**src/rtl/fxp_addsub_writeback.sv**
```systemverilog
// Writeback stage behind the fixed-point adder/subtractor. It can saturate each result on
// overflow, queues the results in a small FIFO, and releases them over a valid/ready handshake.
// It also keeps a sticky overflow status bit.
module fxp_addsub_writeback #(
  parameter int unsigned DATA_WIDTH = 16,
  parameter int unsigned FRAC_BITS  = 8,
  parameter int unsigned DEPTH      = 4,
  parameter bit          SATURATE   = 1'b1,
  localparam int unsigned CW = $clog2(DEPTH + 1)
) (
  input  logic                  clk,
  input  logic                  rst,
  input  logic                  in_valid,
  output logic                  in_ready,
  input  logic [DATA_WIDTH-1:0] in_data,
  input  logic                  in_n,
  input  logic                  in_v,
  input  logic                  in_z,
  output logic                  out_valid,
  input  logic                  out_ready,
  output logic [DATA_WIDTH-1:0] out_data,
  output logic                  out_n,
  output logic                  out_z,
  output logic                  out_sat,
  output logic                  sticky_v,
  input  logic                  sticky_clr,
  output logic [CW-1:0]         count
);

  localparam int unsigned PW = (DEPTH > 1) ? $clog2(DEPTH) : 1;

  // The Q-format is documentation only. The adder's N/Z flags are recomputed from stored data.
  localparam int unsigned unused_frac_bits = FRAC_BITS;
  logic unused_in_flags;
  assign unused_in_flags = in_n ^ in_z;

  // Each entry is {sat, data}.
  logic [DATA_WIDTH:0] mem_q [DEPTH];
  logic [PW-1:0]       wr_ptr_q, rd_ptr_q;
  logic [CW-1:0]       count_q;
  logic [DATA_WIDTH:0] last_q;
  logic                sticky_q;

  logic                push, pop, sat_hit;
  logic [DATA_WIDTH:0] wr_entry, head;

  // Handshake decode. in_ready depends on occupancy only, so a full FIFO never admits a push.
  always_comb begin
    in_ready  = (count_q != CW'(DEPTH));
    out_valid = (count_q != '0);
    push      = in_valid & in_ready;
    pop       = out_valid & out_ready;
  end

  // Clamp an overflowed result toward the side the true sum would have been on.
  always_comb begin
    sat_hit  = SATURATE & in_v;
    wr_entry = {1'b0, in_data};
    if (sat_hit) begin
      wr_entry = in_data[DATA_WIDTH-1] ? {1'b1, 1'b0, {(DATA_WIDTH-1){1'b1}}}
                                       : {1'b1, 1'b1, {(DATA_WIDTH-1){1'b0}}};
    end
  end

  // Head of the queue. When the queue is empty, show the last popped entry.
  always_comb begin
    head     = out_valid ? mem_q[rd_ptr_q] : last_q;
    out_data = head[DATA_WIDTH-1:0];
    out_sat  = head[DATA_WIDTH];
    out_n    = head[DATA_WIDTH-1];
    out_z    = (head[DATA_WIDTH-1:0] == '0);
    count    = count_q;
    sticky_v = sticky_q;
  end

  // FIFO storage. It has no reset because the occupancy count gates every read.
  always_ff @(posedge clk) begin
    if (push) mem_q[wr_ptr_q] <= wr_entry;
  end

  // Pointers, occupancy, hold register and sticky overflow.
  always_ff @(posedge clk) begin
    if (rst) begin
      wr_ptr_q <= '0;
      rd_ptr_q <= '0;
      count_q  <= '0;
      last_q   <= '0;
      sticky_q <= 1'b0;
    end else begin
      if (push) wr_ptr_q <= wr_ptr_q + 1'b1;
      if (pop) begin
        rd_ptr_q <= rd_ptr_q + 1'b1;
        last_q   <= mem_q[rd_ptr_q];
      end
      if (push && !pop)      count_q <= count_q + 1'b1;
      else if (pop && !push) count_q <= count_q - 1'b1;
      // When a set and a clear land in the same cycle, the set wins.
      sticky_q <= (sticky_q & ~sticky_clr) | (push & in_v);
    end
  end

endmodule

```
**config.mk**
```make
export PLATFORM = sky130hd
export DESIGN_NAME = fxp_addsub_writeback
export DESIGN_NICKNAME = d
export VERILOG_FILES = /design/src/rtl/fxp_addsub_writeback.sv
export SDC_FILE = /design/constraint.sdc
export NUM_CORES = 1
export LEC_CHECK = 0
export ABC_AREA = 0
export CORE_MARGIN = 4
export CORE_UTILIZATION = 35
export DETAILED_ROUTE_END_ITERATION = 12
export SLEW_MARGIN = 20
export SYNTH_ARGS = -nofsm -noshare
export SYNTH_HDL_FRONTEND = slang
export SYNTH_SLANG_ARGS = --single-unit
export TNS_END_PERCENT = 1
```
**constraint.sdc**
```tcl
create_clock -name clk -period 2.68 [get_ports clk]
set_input_delay 0.536 -clock clk [delete_from_list [all_inputs] [get_ports clk]]
set_output_delay 0.536 -clock clk [all_outputs]
set_load 0.02 [all_outputs]
```
# Yosys cells after proc, flatten, opt, wreduce, memory -nomap -nowiden
# Memories as Yosys holds them, arrays and structs flattened. A register that Yosys moved wholly into a read port is not among the register bits.
# Index checks and enable logic that the tools add are counted.
[word_totals]
reg_bits = 25
latch_bits = 0
ram_bits = 68
romBits = 0
input_bits = 24
output_inout_bits = 25
word_cells = 33
memories = 1
[op_classes]
addsub = 4
n_mul = 0
n_div = 0
n_lt_le_gt_ge = 0
eq_ne = 1
shift = 0
n_mux = 9
n_bitwise = 6
n_reduce_logical = 7
[memory_table]
columns = ["memory", "words", "word_bits", "read_ports", "rd_clocked_by_memory_dff", "wr", "line_no", "text"]
rows = [
  ["mem_q", 4, 17, 1, 1, 1, "38", "logic [DATA_WIDTH:0] mem_q [DEPTH];"],
]
[op_table]
columns = ["op", "n"]
rows = [
  ["$mux W17", 2],
  ["$logic_not A16 Y1", 1],
  ["$mux W16", 1],
  ["$mux W3", 2],
  ["$add A2 B1 Y2 const B", 2],
  ["$and A1 B1 Y1", 4],
  ["$mux W2", 2],
  ["$add A3 B1 Y3 const B", 1],
  ["$ne A3 B3 Y1 const B", 1],
  ["$reduce_bool A3 Y1", 1],
  ["$sub A3 B1 Y3 const B", 1],
  ["$logic_and A1 B1 Y1", 2],
  ["$logic_not A1 Y1", 2],
  ["$mux W1", 2],
  ["$reduce_bool A2 Y1", 1],
  ["$not A1 Y1", 1],
  ["$or A1 B1 Y1", 1],
]

# Longest topological paths before layout
[depth]
depth_word = 6
depth_mapped = 9
depth_no_buf = 8

# Worst setup path after synthesis
# No wires, ideal clock.
[synth_path]
path_kind = "reg-to-output"
from = "reg with a tool-made name"
to = "out out_z"
arrival_time_ns = 1.965
required_ns = 2.144
slack_ns = 0.179
stages_incl_launch_ff = 7
n_path_buf = 2
path_cell_list = "dfxtp_1 -> buf_6 -> buf_12 -> mux4_2 -> mux2_4 -> nor4_1 -> and4_1"
[synth_rtl]
columns = ["item", "line_no", "text"]
rows = [
  ["end: declaration", "23", "output logic out_z,"],
]

==> out/results.txt <==
H-Tree Depth - 3
CTS Buf Count - 9
Final Setup Violations - 1
post-synth top area share - 50.73%
WL final - 7689 um
Worst VDD drop - 0.0008260 V
GP Congestion - 0.7190
crit path max fanout - 10
antenna fix cells - 0
PwrDens - 1071 nW/um^2
DIE AREA - 13280 sq um
Synth area leader - edfxtp_1
worst path required time - 2.14 ns
Clock Skew - 0.006701 ns
critical path capture point type - primary output
synth warn - 0
Via density - 4.709
asr flop ratio synth - 0%
Placed Cells - 496
Crit Path Category - reg2out
CTS tree - built
Pins Over Slew Limit - 0
GRT Total Usage - 12.38%
synthesized flop and latch total - 95
DP Area - 4825 sq um
fmax - 345.2 MHz
min-delay worst type - reg2reg
failing checks - setup timing
unrepaired setup endpoints after global routing - yes
Syn Area/Cell - 13.74 sq um
Root Buffer - clkbuf_16
vias in the first global route - 2435
Mapped Area - 4025 sq um
initial core utilization - 36.49%
number of synthesized flops with an enable pin - 68
clk buf depth - 2
top post-synthesis cells by area - edfxtp_1 51%, dfxtp_1 13%, mux4_2 6.2%
Most used DFF post-synth - edfxtp_1
Final period util - 108.1%
count leader, synth - edfxtp_1
Sink Count - 95
Fin Hold WS - 0.4544 ns
post-synthesis sequential area ratio - 64.16%
dpl hpwl - 5286 um
DRT iter0 DRCs - 250
total gr overflow - 0
HP Start - last_q[2]
Lkg Pwr - 1.938 nW
final worst slack - -0.2169 ns
CP Launch Type - flop
count of cell types in the netlist - 36
fin cells - 512
initial antenna violation count - 0
final critical-path required period - 2.897 ns
actual slew at the worst max-slew pin - 0.4949 ns
Final Net Count - 397
number of port buffers - 46
relative max-transition margin - 66.66%
Die H - 115.2 um
post-synthesis net count - 323
layout cells sized above 1 - 23.92%
Synth-to-Final Area Change - 26.80%
design area - 5104 sq um
Worst-Skew Late Latency - 0.33 ns
WL/cell - 15.02 um
DIE WIDTH - 115.2 um
io pins - 49
first-pass GRT wire length - 12520 um
Synth top cells by count - 68 x edfxtp_1, 59 x nand2_1, 27 x dfxtp_1
core box area - 11030 sq um
hold_buf cts - 0
Critical R2R Launch - count[0]
vias - 2411
largest net degree at the start of global routing - 27
clock-pin slew on the worst setup and hold paths - 0.06 ns
final core area utilization - 46.27%
crit path DAT - 2.36 ns
outcome - finished with violations
Max Cap Viol - 0
row cnt - 38
Cells after Synth - 293
iteration count of the initial detailed-routing pass - 4
Hold Vio Cnt, Final - 0
ANT nets after route - 0
Post-route DRC - 0
-- worst paths after layout --
kind / cells after the start / slack, ns / end
min reg2reg: 2 / 0.45 / last_q[2]
max reg2reg: 9 / 0.54 / count[2]
min: 2 / 0.45 / last_q[2]
max: 6 / -0.22 / out_z
-- metal layers --
layer | wire length [um] | vias up | share of wire, % | track usage, %
met5 | 0 | - | 0 | 0
met4 | 104 | 0 | 1.4 | 4.460
met3 | 393 | 9 | 5.1 | 3.053
met2 | 3442 | 60 | 45 | 19.25
met1 | 3748 | 1150 | 49 | 16.92
li1 | - | 1192 | - | -
-- worst max-delay path, stage by stage (launching register included) --
cell,delay [ns]
dfxtp_4,0.37
buf_12,0.15
mux4_2,0.54
or3_1,0.38
a211oi_1,0.23
and4_1,0.22
buf_4,0.14
-- layout by cell type (no fill, tap or decap), types with 2 or more instances in the layout --
| cell type | synthesis | routed |
|---|---|---|
| edfxtp_1 | 68 | 68 |
| nand2_1 | 59 | 59 |
| buf_4 | 2 | 39 |
| clkdlybuf4s50_1 | 0 | 27 |
| dfxtp_1 | 27 | 26 |
| a21oi_1 | 19 | 19 |
| inv_1 | 18 | 18 |
| o21ai_0 | 17 | 16 |
| mux4_2 | 11 | 14 |
| nor2_1 | 9 | 9 |
| clkbuf_16 | 0 | 9 |
| dlygate4sd2_1 | 0 | 9 |
| mux2_4 | 8 | 8 |
| ha_1 | 5 | 5 |
| xor2_1 | 4 | 4 |
| and2_1 | 4 | 4 |
| mux4_1 | 6 | 3 |
| mux2_2 | 2 | 2 |
| nor4_2 | 0 | 2 |
| or3_1 | 2 | 2 |
| xnor2_1 | 2 | 2 |
| mux2i_1 | 2 | 2 |
| inv_6 | 0 | 2 |
| buf_12 | 1 | 2 |
-- cell families after synthesis --
logic type,Yosys count,synth area share [%]
AOI/OAI and AO/OA,39,5.067
xor gates and xnor gates,6,1.306
adders and majority gates,6,2.052
buffers and inverters,36,4.569
DFF,95,64.16
muxes,29,14.11
and+or+nand+nor,82,8.735
-- cell type report --
| class | count | area [sq um] |
|---|---|---|
| Tap cell | 140 | 175.2 |
| Clock buffer | 10 | 229.0 |
| Multi-Input combinational cell | 162 | 1267 |
| Fill cell | 985 | 5927 |
| Sequential cell | 95 | 2586 |
| Timing Repair Buffer | 79 | 703.2 |
| Clock inverter | 6 | 67.56 |
| Inverter | 20 | 75.07 |
-- report_power, final --
| group | switching (mW) | internal (mW) | leakage (nW) |
|---|---|---|---|
| clock network | 0.528 | 0.730 | 0.148 |
| registers | 0.0997 | 1.83 | 0.848 |
| logic | 1.14 | 1.13 | 0.942 |
-- sequential cells by signal (all words and copies together) (netlist names), named ones only --
register	count
mem_q	68
last_q	17
count	3
wr_ptr_q	2
rd_ptr_q	2
sticky_v	1
-- metrics by stage --
| step | TNS [ns] | worst slack (ns) | power [mW] |
|---|---|---|---|
| floorplan | 0 | 0.1787 | 3.352 |
| global placement | -0.4908 | -0.4701 | 4.291 |
| detailed placement | -0.5112 | -0.4570 | 4.320 |
| CTS | -0.4261 | -0.2543 | 5.502 |
| global route | -0.3096 | -0.3096 | 5.796 |
| finish | -0.2169 | -0.2169 | 5.464 |
-- timing repair --
item / 4_1_cts / 5_1_grt
endpoints found under the hold margin: 0 / 0
gates resized for setup: 28 / 10
pin swaps: 0 / 0
buffers inserted: 0 / 0
endpoints found under the setup margin: 19 / 4
No activity file was read; power rests on OpenSTA's default activity.
